File: config.mk
export PLATFORM = sky130hd
export DESIGN_NAME = regfile_mp
export DESIGN_NICKNAME = d
export VERILOG_FILES = /design/src/rtl/regfile_pkg.sv /design/src/rtl/regfile_clear_seq.sv /design/src/rtl/regfile_mp.sv
export SDC_FILE = /design/constraint.sdc
export NUM_CORES = 1
export LEC_CHECK = 0
export BUFFER_PORTS_ARGS = -buffer_cell sky130_fd_sc_hd__buf_4
export CAP_MARGIN = 20
export CORE_ASPECT_RATIO = 1.5
export CORE_MARGIN = 4
export CORE_UTILIZATION = 50
export DETAILED_ROUTE_END_ITERATION = 6
export GPL_TIMING_DRIVEN = 0
export PLACE_DENSITY = 0.78
export SETUP_SLACK_MARGIN = 0.3
export SKIP_CTS_REPAIR_TIMING = 1
export SLEW_MARGIN = 0
export SYNTH_ARGS = -nofsm -noshare
export SYNTH_HDL_FRONTEND = slang
export SYNTH_SLANG_ARGS = --single-unit
File: constraint.sdc
create_clock -name clk -period 4.4 [get_ports clk]
set_clock_uncertainty 0.1 [all_clocks]
set_input_delay 0.66 -clock clk [delete_from_list [all_inputs] [get_ports clk]]
set_output_delay 0.66 -clock clk [all_outputs]
set_load 0.1 [all_outputs]
File: src/rtl/regfile_pkg.sv
// Shared types and constants for the multi-port register file and its clear sequencer.
package regfile_pkg;

    localparam int DATA_W_DEF = 32;
    localparam int ADDR_W_DEF = 4;

    typedef enum logic {
        SWEEP,
        IDLE
    } sweep_state_t;

    // The top index is reserved for the PC and has no storage behind it.
    function automatic int pc_idx(input int addr_w);
        return (1 << addr_w) - 1;
    endfunction

endpackage

File: src/rtl/regfile_clear_seq.sv
// Clear sequencer: walks ptr over every storage entry after reset or on clr_req.
//
// state | meaning
// SWEEP | zeroing rf[ptr] at each edge; busy high, host writes dropped
// IDLE  | normal operation; clr_req starts a new sweep from entry 0
module regfile_clear_seq
    import regfile_pkg::*;
#(
    parameter int ADDR_W = ADDR_W_DEF
) (
    input  logic              clk,
    input  logic              reset_n,
    input  logic              clr_req,
    output logic              busy,
    output logic              clr_we,
    output logic [ADDR_W-1:0] clr_idx
);

    localparam logic [ADDR_W-1:0] LAST = ADDR_W'(pc_idx(ADDR_W) - 1);

    sweep_state_t      state;
    logic [ADDR_W-1:0] ptr;

    always_ff @(posedge clk) begin
        if (!reset_n) begin
            state <= SWEEP;
            ptr   <= '0;
            busy  <= 1'b1;
        end else begin
            case (state)
                SWEEP: begin
                    // ptr stops one past LAST; it is reloaded before the next sweep
                    ptr <= ptr + 1'b1;
                    if (ptr == LAST) begin
                        state <= IDLE;
                        busy  <= 1'b0;
                    end
                end
                IDLE: begin
                    if (clr_req) begin
                        state <= SWEEP;
                        ptr   <= '0;
                        busy  <= 1'b1;
                    end
                end
            endcase
        end
    end

    assign clr_we  = busy;
    assign clr_idx = ptr;

endmodule

File: src/rtl/regfile_mp.sv
// Multi-read-port GPR file with PC substitution on the top index and a hardware clear sweep.
// Optional same-cycle write forwarding is enabled by defining REGFILE_BYPASS_EN.
module regfile_mp
    import regfile_pkg::*;
#(
    parameter int DATA_W = DATA_W_DEF,
    parameter int ADDR_W = ADDR_W_DEF,
    parameter int NUM_RD = 3
) (
    input  logic                     clk,
    input  logic                     reset_n,
    input  logic                     we,
    input  logic [ADDR_W-1:0]        wa,
    input  logic [DATA_W-1:0]        wd,
    input  logic [DATA_W-1:0]        r15,
    input  logic [NUM_RD*ADDR_W-1:0] ra,
    output logic [NUM_RD*DATA_W-1:0] rd,
    input  logic                     clr_req,
    output logic                     busy,
    output logic                     wr_drop
);

    localparam int                NUM_ENT = pc_idx(ADDR_W);
    localparam logic [ADDR_W-1:0] PC      = ADDR_W'(pc_idx(ADDR_W));

    logic [DATA_W-1:0] rf [NUM_ENT];
    logic              clr_we;
    logic [ADDR_W-1:0] clr_idx;
    logic              wa_is_pc;
    logic              host_we;

    regfile_clear_seq #(
        .ADDR_W (ADDR_W)
    ) u_clear_seq (
        .clk     (clk),
        .reset_n (reset_n),
        .clr_req (clr_req),
        .busy    (busy),
        .clr_we  (clr_we),
        .clr_idx (clr_idx)
    );

    // PC writes vanish without flagging a drop; only real entries can be dropped.
    assign wa_is_pc = (wa == PC);
    assign host_we  = we & ~busy & ~wa_is_pc;
    assign wr_drop  = we & busy & ~wa_is_pc;

    always_ff @(posedge clk) begin
        if (clr_we) begin
            rf[clr_idx] <= '0;
        end else if (host_we) begin
            rf[wa] <= wd;
        end
    end

    for (genvar g = 0; g < NUM_RD; g++) begin : g_rd
        logic [ADDR_W-1:0] idx;
        logic [DATA_W-1:0] data;

        assign idx = ra[g*ADDR_W +: ADDR_W];

        always_comb begin
            data = '0;
            if (idx == PC) begin
                data = r15;
            end else if (busy) begin
                data = '0;
`ifdef REGFILE_BYPASS_EN
            end else if (we && (idx == wa)) begin
                data = wd;
`endif
            end else begin
                data = rf[idx];
            end
        end

        assign rd[g*DATA_W +: DATA_W] = data;
    end

endmodule

Yosys cells after proc, flatten, opt, wreduce, memory -nomap -nowiden

Memories as Yosys holds them, arrays and structs flattened.
Index checks and enable logic that the tools add are counted.

Bits in registers: 6
Memory bits (writable): 480
Input bits: 84
Output and inout port bits: 98
Word-level logic and storage cells: 43
Memories kept: 1

$add $sub $neg: 1
Eq/ne operators: 7
Muxes and demuxes: 22
Bitwise gates (word level): 7
Reduce and logical (&&, ||, !) cells: 2

Memory list:

| memory | words | bits a word | rd ports | clocked after memory_dff | wr ports | RTL line         | source |
|---|---|---|---|---|---|---|---|
| rf     | 15    | 32          | 3        | 0                        | 1        | regfile_mp.sv:26 | `logic [DATA_W-1:0] rf [NUM_ENT];` |

Operators by type and width:

| cell                | number |
|---|---|
| $mux 32             | 7 |
| $reduce_or 32->1    | 1 |
| $eq 4x4->1 const B  | 5 |
| $mux 1              | 10 |
| $mux 4              | 2 |
| $pmux 4 s2          | 1 |
| $add 4x1->4 const B | 1 |
| $and 1x1->1         | 4 |
| $pmux 1 s2          | 2 |
| $not 1->1           | 3 |
| $ne 2x1->1 const B  | 1 |
| $ne 2x2->1 const B  | 1 |
| $reduce_and 2->1    | 1 |

Logic depth before layout (Yosys ltp)

Depth after elaboration: 8
Gate-level depth with buffers: 8
Gate-level depth less buffers: 4

Modules after synthesis

A second synthesis with hierarchy kept.

Cell total of the unflattened synthesis: 2125
Area total of the unflattened synthesis: 28290.9 µm²

Modules (own cells, without submodules):

| module            | instances | cells an instance | area each (µm²) | seq. area each (µm²) |
|---|---|---|---|---|
| regfile_mp        | 1         | 2091              | 28003.1         | 14413.8 |
| regfile_clear_seq | 1         | 34                | 287.8           | 120.1 |

Worst setup path after synthesis

No wires, ideal clock.

Path kind: in2out
From: input ra[8]
To: output rd[70]
Arrival: 4.048 ns
Required time: 3.640 ns
Path slack: -0.408 ns
Stages: 8
Buffers on the path: 4
Path through: buf_4 > buf_6 > buf_6 > buf_6 > mux2i_1 > o21ai_0 > nand2_1 > a311oi_1

Word-level cells in the longest chain between the ends: 3
Elaborated cells between the ends (all ways): 4
Those cells by class: eq/ne: 1; mux: 2; memory: 1

Ends and longest elaborated chain:

| element            | RTL line         | source |
|---|---|---|
| start: declaration | regfile_mp.sv:16 | `input logic [NUM_RD*ADDR_W-1:0] ra,` |
| $mem_v2 15x32      | --               |  |
| $mux 32            | regfile_mp.sv:66 | `end else if (busy) begin` |
| $mux 32 *          | regfile_mp.sv:64 | `if (idx == PC) begin` |
| end: declaration   | regfile_mp.sv:17 | `output logic [NUM_RD*DATA_W-1:0] rd,` |

Mark *: on every way between the ends. The rest lies on a longest branch, timed or not.

Worst setup path in the final report

From: input ra[1]
To: output rd[7]

The elaborated chain is that of the path after synthesis.

==> qor_table.md <==
| Item | Value | Unit |
|---|---|---|
| Clock transition at the registers of the reported paths | 0.07 | ns |
| Layout filler cell count | 4333 | - |
| Yosys top cell by area | sky130_fd_sc_hd__edfxtp_1 | - |
| Number of maximum-capacitance violations | 0 | - |
| Synthesized instance count | 1903 | - |
| Area growth syn-to-layout | 16.3 | % |
| RD Place Congestion | 1.00 | - |
| Largest vdd supply drop | 0.268 | mV |
| Met1 Track Usage GR | 38.1 | % |
| Internal power summed over all cells | 8.18 | mW |
| Number of antenna violations at the first check in global routing | 2 | - |
| Power density over the cells | 334 | nW/um2 |
| Fraction of final layout cells with drive strength greater than 1 | 34.6 | % |
| Number of synthesized flops with an enable pin | 480 | - |
| Top cells by area in the synthesized netlist | sky130_fd_sc_hd__edfxtp_1, sky130_fd_sc_hd__mux4_2, sky130_fd_sc_hd__mux2i_1, sky130_fd_sc_hd__a311oi_1, sky130_fd_sc_hd__a41oi_1 | - |
| Top Usage Layer GRT | met2 | - |
| Start-to-end type of the worst setup path | primary input to output port | - |
| Final setup fails | 0 | - |
| Fraction of post-synthesis cell area in the top cell type by area | 50.3 | % |
| Most used cell, CP | sky130_fd_sc_hd__buf_2 | - |
| Half-perimeter wire length after detailed placement | 78800 | um |
| Period utilization | 96.8 | % |
| GRT overflow | 0 | - |
| Most used standard cell by instance count after synthesis | sky130_fd_sc_hd__edfxtp_1 | - |
| Commonest cells in the synthesized netlist | sky130_fd_sc_hd__edfxtp_1, sky130_fd_sc_hd__mux4_2, sky130_fd_sc_hd__nand2_1 | - |
| Relative contribution of combinational cells to total power | 15.0 | % |
| Nets@finish | 2230 | - |
| CP Capture Type | output port | - |
| Final Instance Area | 33300 | um2 |
| Clock tree from TritonCTS | built | - |
| Yosys synthesis warning count | 0 | - |
| Sw frac | 26.5 | % |
| Post-synthesis register bit count | 486 | - |
| Tightest slew margin relative to the limit | 25.9 | % |
| Startpoint type of the worst setup path | primary input | - |
| Transition time at the pin with the least slew margin | 1.11 | ns |
| Maximum number of buffers from clock root to sink | 3 | - |
| Post-detailed-route count of antenna-violating nets | 0 | - |
| Root cell of the clock tree | sky130_fd_sc_hd__clkbuf_16 | - |
| Die Height | 301 | um |
| Total core area | 56800 | um2 |
| Largest net degree at the start of global routing | 19 | - |
| Die width | 203 | um |
| Routed via count divided by cell count | 7.64 | - |
| CTS sink cnt | 486 | - |
| Cell breakdown of the critical path | buf_2 -> buf_2 -> buf_2 -> nand2_1 -> clkbuf_1 -> a311oi_2 -> buf_4 | - |
| Proportion of register bits with asynchronous set or reset after synthesis | 0 | % |
| Arrival time at the worst endpoint | 3.50 | ns |
| Vias in the first global route | 23200 | - |
| Number of vias in the routed layout | 22500 | - |
| Crit path largest cell delay | 0.60 | ns |
| Initial core utilization | 50.4 | % |
| Setup TNS | 0 | ns |
| Drt total wl | 109000 | um |
| Area of placed instances | 31500 | um2 |
| Site Rows | 107 | - |
| Wire length of the first global-routing pass | 154000 | um |
| Total leakage power | 10.8 | nW |
| Global Route met3 Usage | 8.47 | % |
| Final hold violation count | 0 | - |
| DIE AREA | 61200 | um2 |
| Met2 layer usage reported by global route | 57.6 | % |
| Unrepaired setup endpoints after global routing | yes | - |
| Required time of the worst setup path | 3.64 | ns |
| Violated checks | design-rule violations | - |
| Proportion of power drawn by flip-flops and latches | 46.9 | % |
| # port buffers | 173 | - |
| Result of the run | finished, violations left | - |
| Proportion of power drawn by the clock network | 38.0 | % |
| Clock latency at the later pin of the worst-skew pair | 0.58 | ns |
| Syn_area_per_cell | 15.0 | um2 |
| Synth Cell Area | 28600 | um2 |
| CP max FO | 10 | - |
| Fmax | 235 | MHz |
| Htree depth | 2 | - |
| Synthesized netlist net count | 1989 | - |
| TritonCTS buffer count | 46 | - |
| Net Switching | 2.95 | mW |
| Time the worst path needs with I/O delays and setup | 4.26 | ns |
| Initial drt markers | 3500 | - |
| Boundary pin count | 182 | - |
| Pins over their slew limit | 0 | - |
| Remaining design rule violation count | 5 | - |
| Library cell contributing the largest single delay on the critical path | sky130_fd_sc_hd__a311oi_2 | - |
| Portion of the post-synthesis area used by sequential elements | 50.8 | % |
| Drt first pass iters | 7 | - |
| DR WL/cell | 36.9 | um |
| Primary FF master, synth | sky130_fd_sc_hd__edfxtp_1 | - |
| Global router's overall resource usage | 34.7 | % |
| Number of library cell types mapped by synthesis | 42 | - |
| Worst Hold Class | primary input to flip-flop | - |
[power by group through the flow]
stage,sequential [mW],clock [mW],combinational [mW]
finish,5.22,4.23,1.67
global placement,5.31,0,1.54
global route,5.23,4.41,1.71
detailed placement,5.32,0,1.60
CTS,5.22,4.19,1.61
floorplan,5.29,0,1.05
[layout make-up]
cell class,instances,area [um2],share of cell area (%)
tap,763,955,2.87
timing repair buffer,193,1670,5.03
sequential,486,14500,43.7
clock buffer,52,1240,3.72
buffer,215,1220,3.68
clock inverter,34,335,1.01
inverter,6,22.5,0.0676
multi-input combinational,1196,13300,40.0
antenna,1,2.50,0.00752
[final timing paths]
check | startpoint | end | slack, ns | cells past startpoint
max | ra[1] | rd[7] | 0.14 | 7
min | clr_req | u_clear_seq.busy$_SDFFE_PN1P_ | 0.29 | 2
max reg2reg | u_clear_seq.busy$_SDFFE_PN1P_ | rf[0][21]$_DFFE_PP_ | 0.45 | 7
min reg2reg | u_clear_seq.clr_idx[3]$_SDFFE_PN0P_ | u_clear_seq.clr_idx[3]$_SDFFE_PN0P_ | 0.49 | 1
[logic make-up (layout without fill, tap and decap cells)]
group	after synthesis	in the layout	synth area share, %
AND/OR/NAND/NOR	336	336	5.96
multiplexers	385	385	26.0
adder cells (fa/ha/maj)	2	2	0.0874
flip-flops	486	486	50.8
AO/OA/AOI/OAI	472	472	12.9
XOR/XNOR	1	1	0.0306
buffers and inverters	221	500	4.24
other	0	1	0
[flip-flops by register name, summed over array words and instances, names as in the netlist]
register	count
u_clear_seq.busy	1
u_clear_seq.state	1
rf	480
u_clear_seq.clr_idx	4
[through the flow]
step	worst slack [ns]	power, mW	cells	hold WS [ns]	util (%)
after global routing	0.285	11.3	2945	0.299	58.6
after CTS	-0.119	11.0	2941	0.272	58.3
after global placement	-1.81	6.86	2839	0.442	54.8
final	0.139	11.1	2946	0.287	58.7
after floorplan	-0.359	6.34	1903	0.414	-
after detailed placement	-0.101	6.92	2855	0.476	55.6
[cells in the final DEF (no fill, tap or decap), types with 14 or more instances in the layout]
cell and count:
sky130_fd_sc_hd__a311oi_2 48, sky130_fd_sc_hd__o21ai_1 60, sky130_fd_sc_hd__nor2_4 15, sky130_fd_sc_hd__o21ai_0 41, sky130_fd_sc_hd__clkbuf_2 18, sky130_fd_sc_hd__mux4_2 288, sky130_fd_sc_hd__nand2_1 136, sky130_fd_sc_hd__edfxtp_1 480
sky130_fd_sc_hd__a41oi_1 96, sky130_fd_sc_hd__nand2b_1 33, sky130_fd_sc_hd__and2_1 35, sky130_fd_sc_hd__buf_6 14, sky130_fd_sc_hd__a211oi_1 96, sky130_fd_sc_hd__buf_12 19, sky130_fd_sc_hd__clkbuf_16 49, sky130_fd_sc_hd__clkbuf_1 97
sky130_fd_sc_hd__a311oi_1 51, sky130_fd_sc_hd__nor2b_1 97, sky130_fd_sc_hd__o211ai_1 37, sky130_fd_sc_hd__buf_4 189, sky130_fd_sc_hd__mux2i_1 97, sky130_fd_sc_hd__o211ai_2 27, sky130_fd_sc_hd__buf_2 53
[routing by layer]
metal | up-vias | wire (um)
met5 | - | 10
met4 | 2 | 11000
met3 | 723 | 13300
met2 | 2292 | 52500
met1 | 10900 | 31900
li1 | 8576 | -
[worst max-delay path, delay by kind of cell]
family | cells | cell delay (ns)
buffers and inverters | 5 | 1.88
AO/OA/AOI/OAI | 1 | 0.60
AND/OR/NAND/NOR | 1 | 0.35
Power figures use the tool's default switching activity.
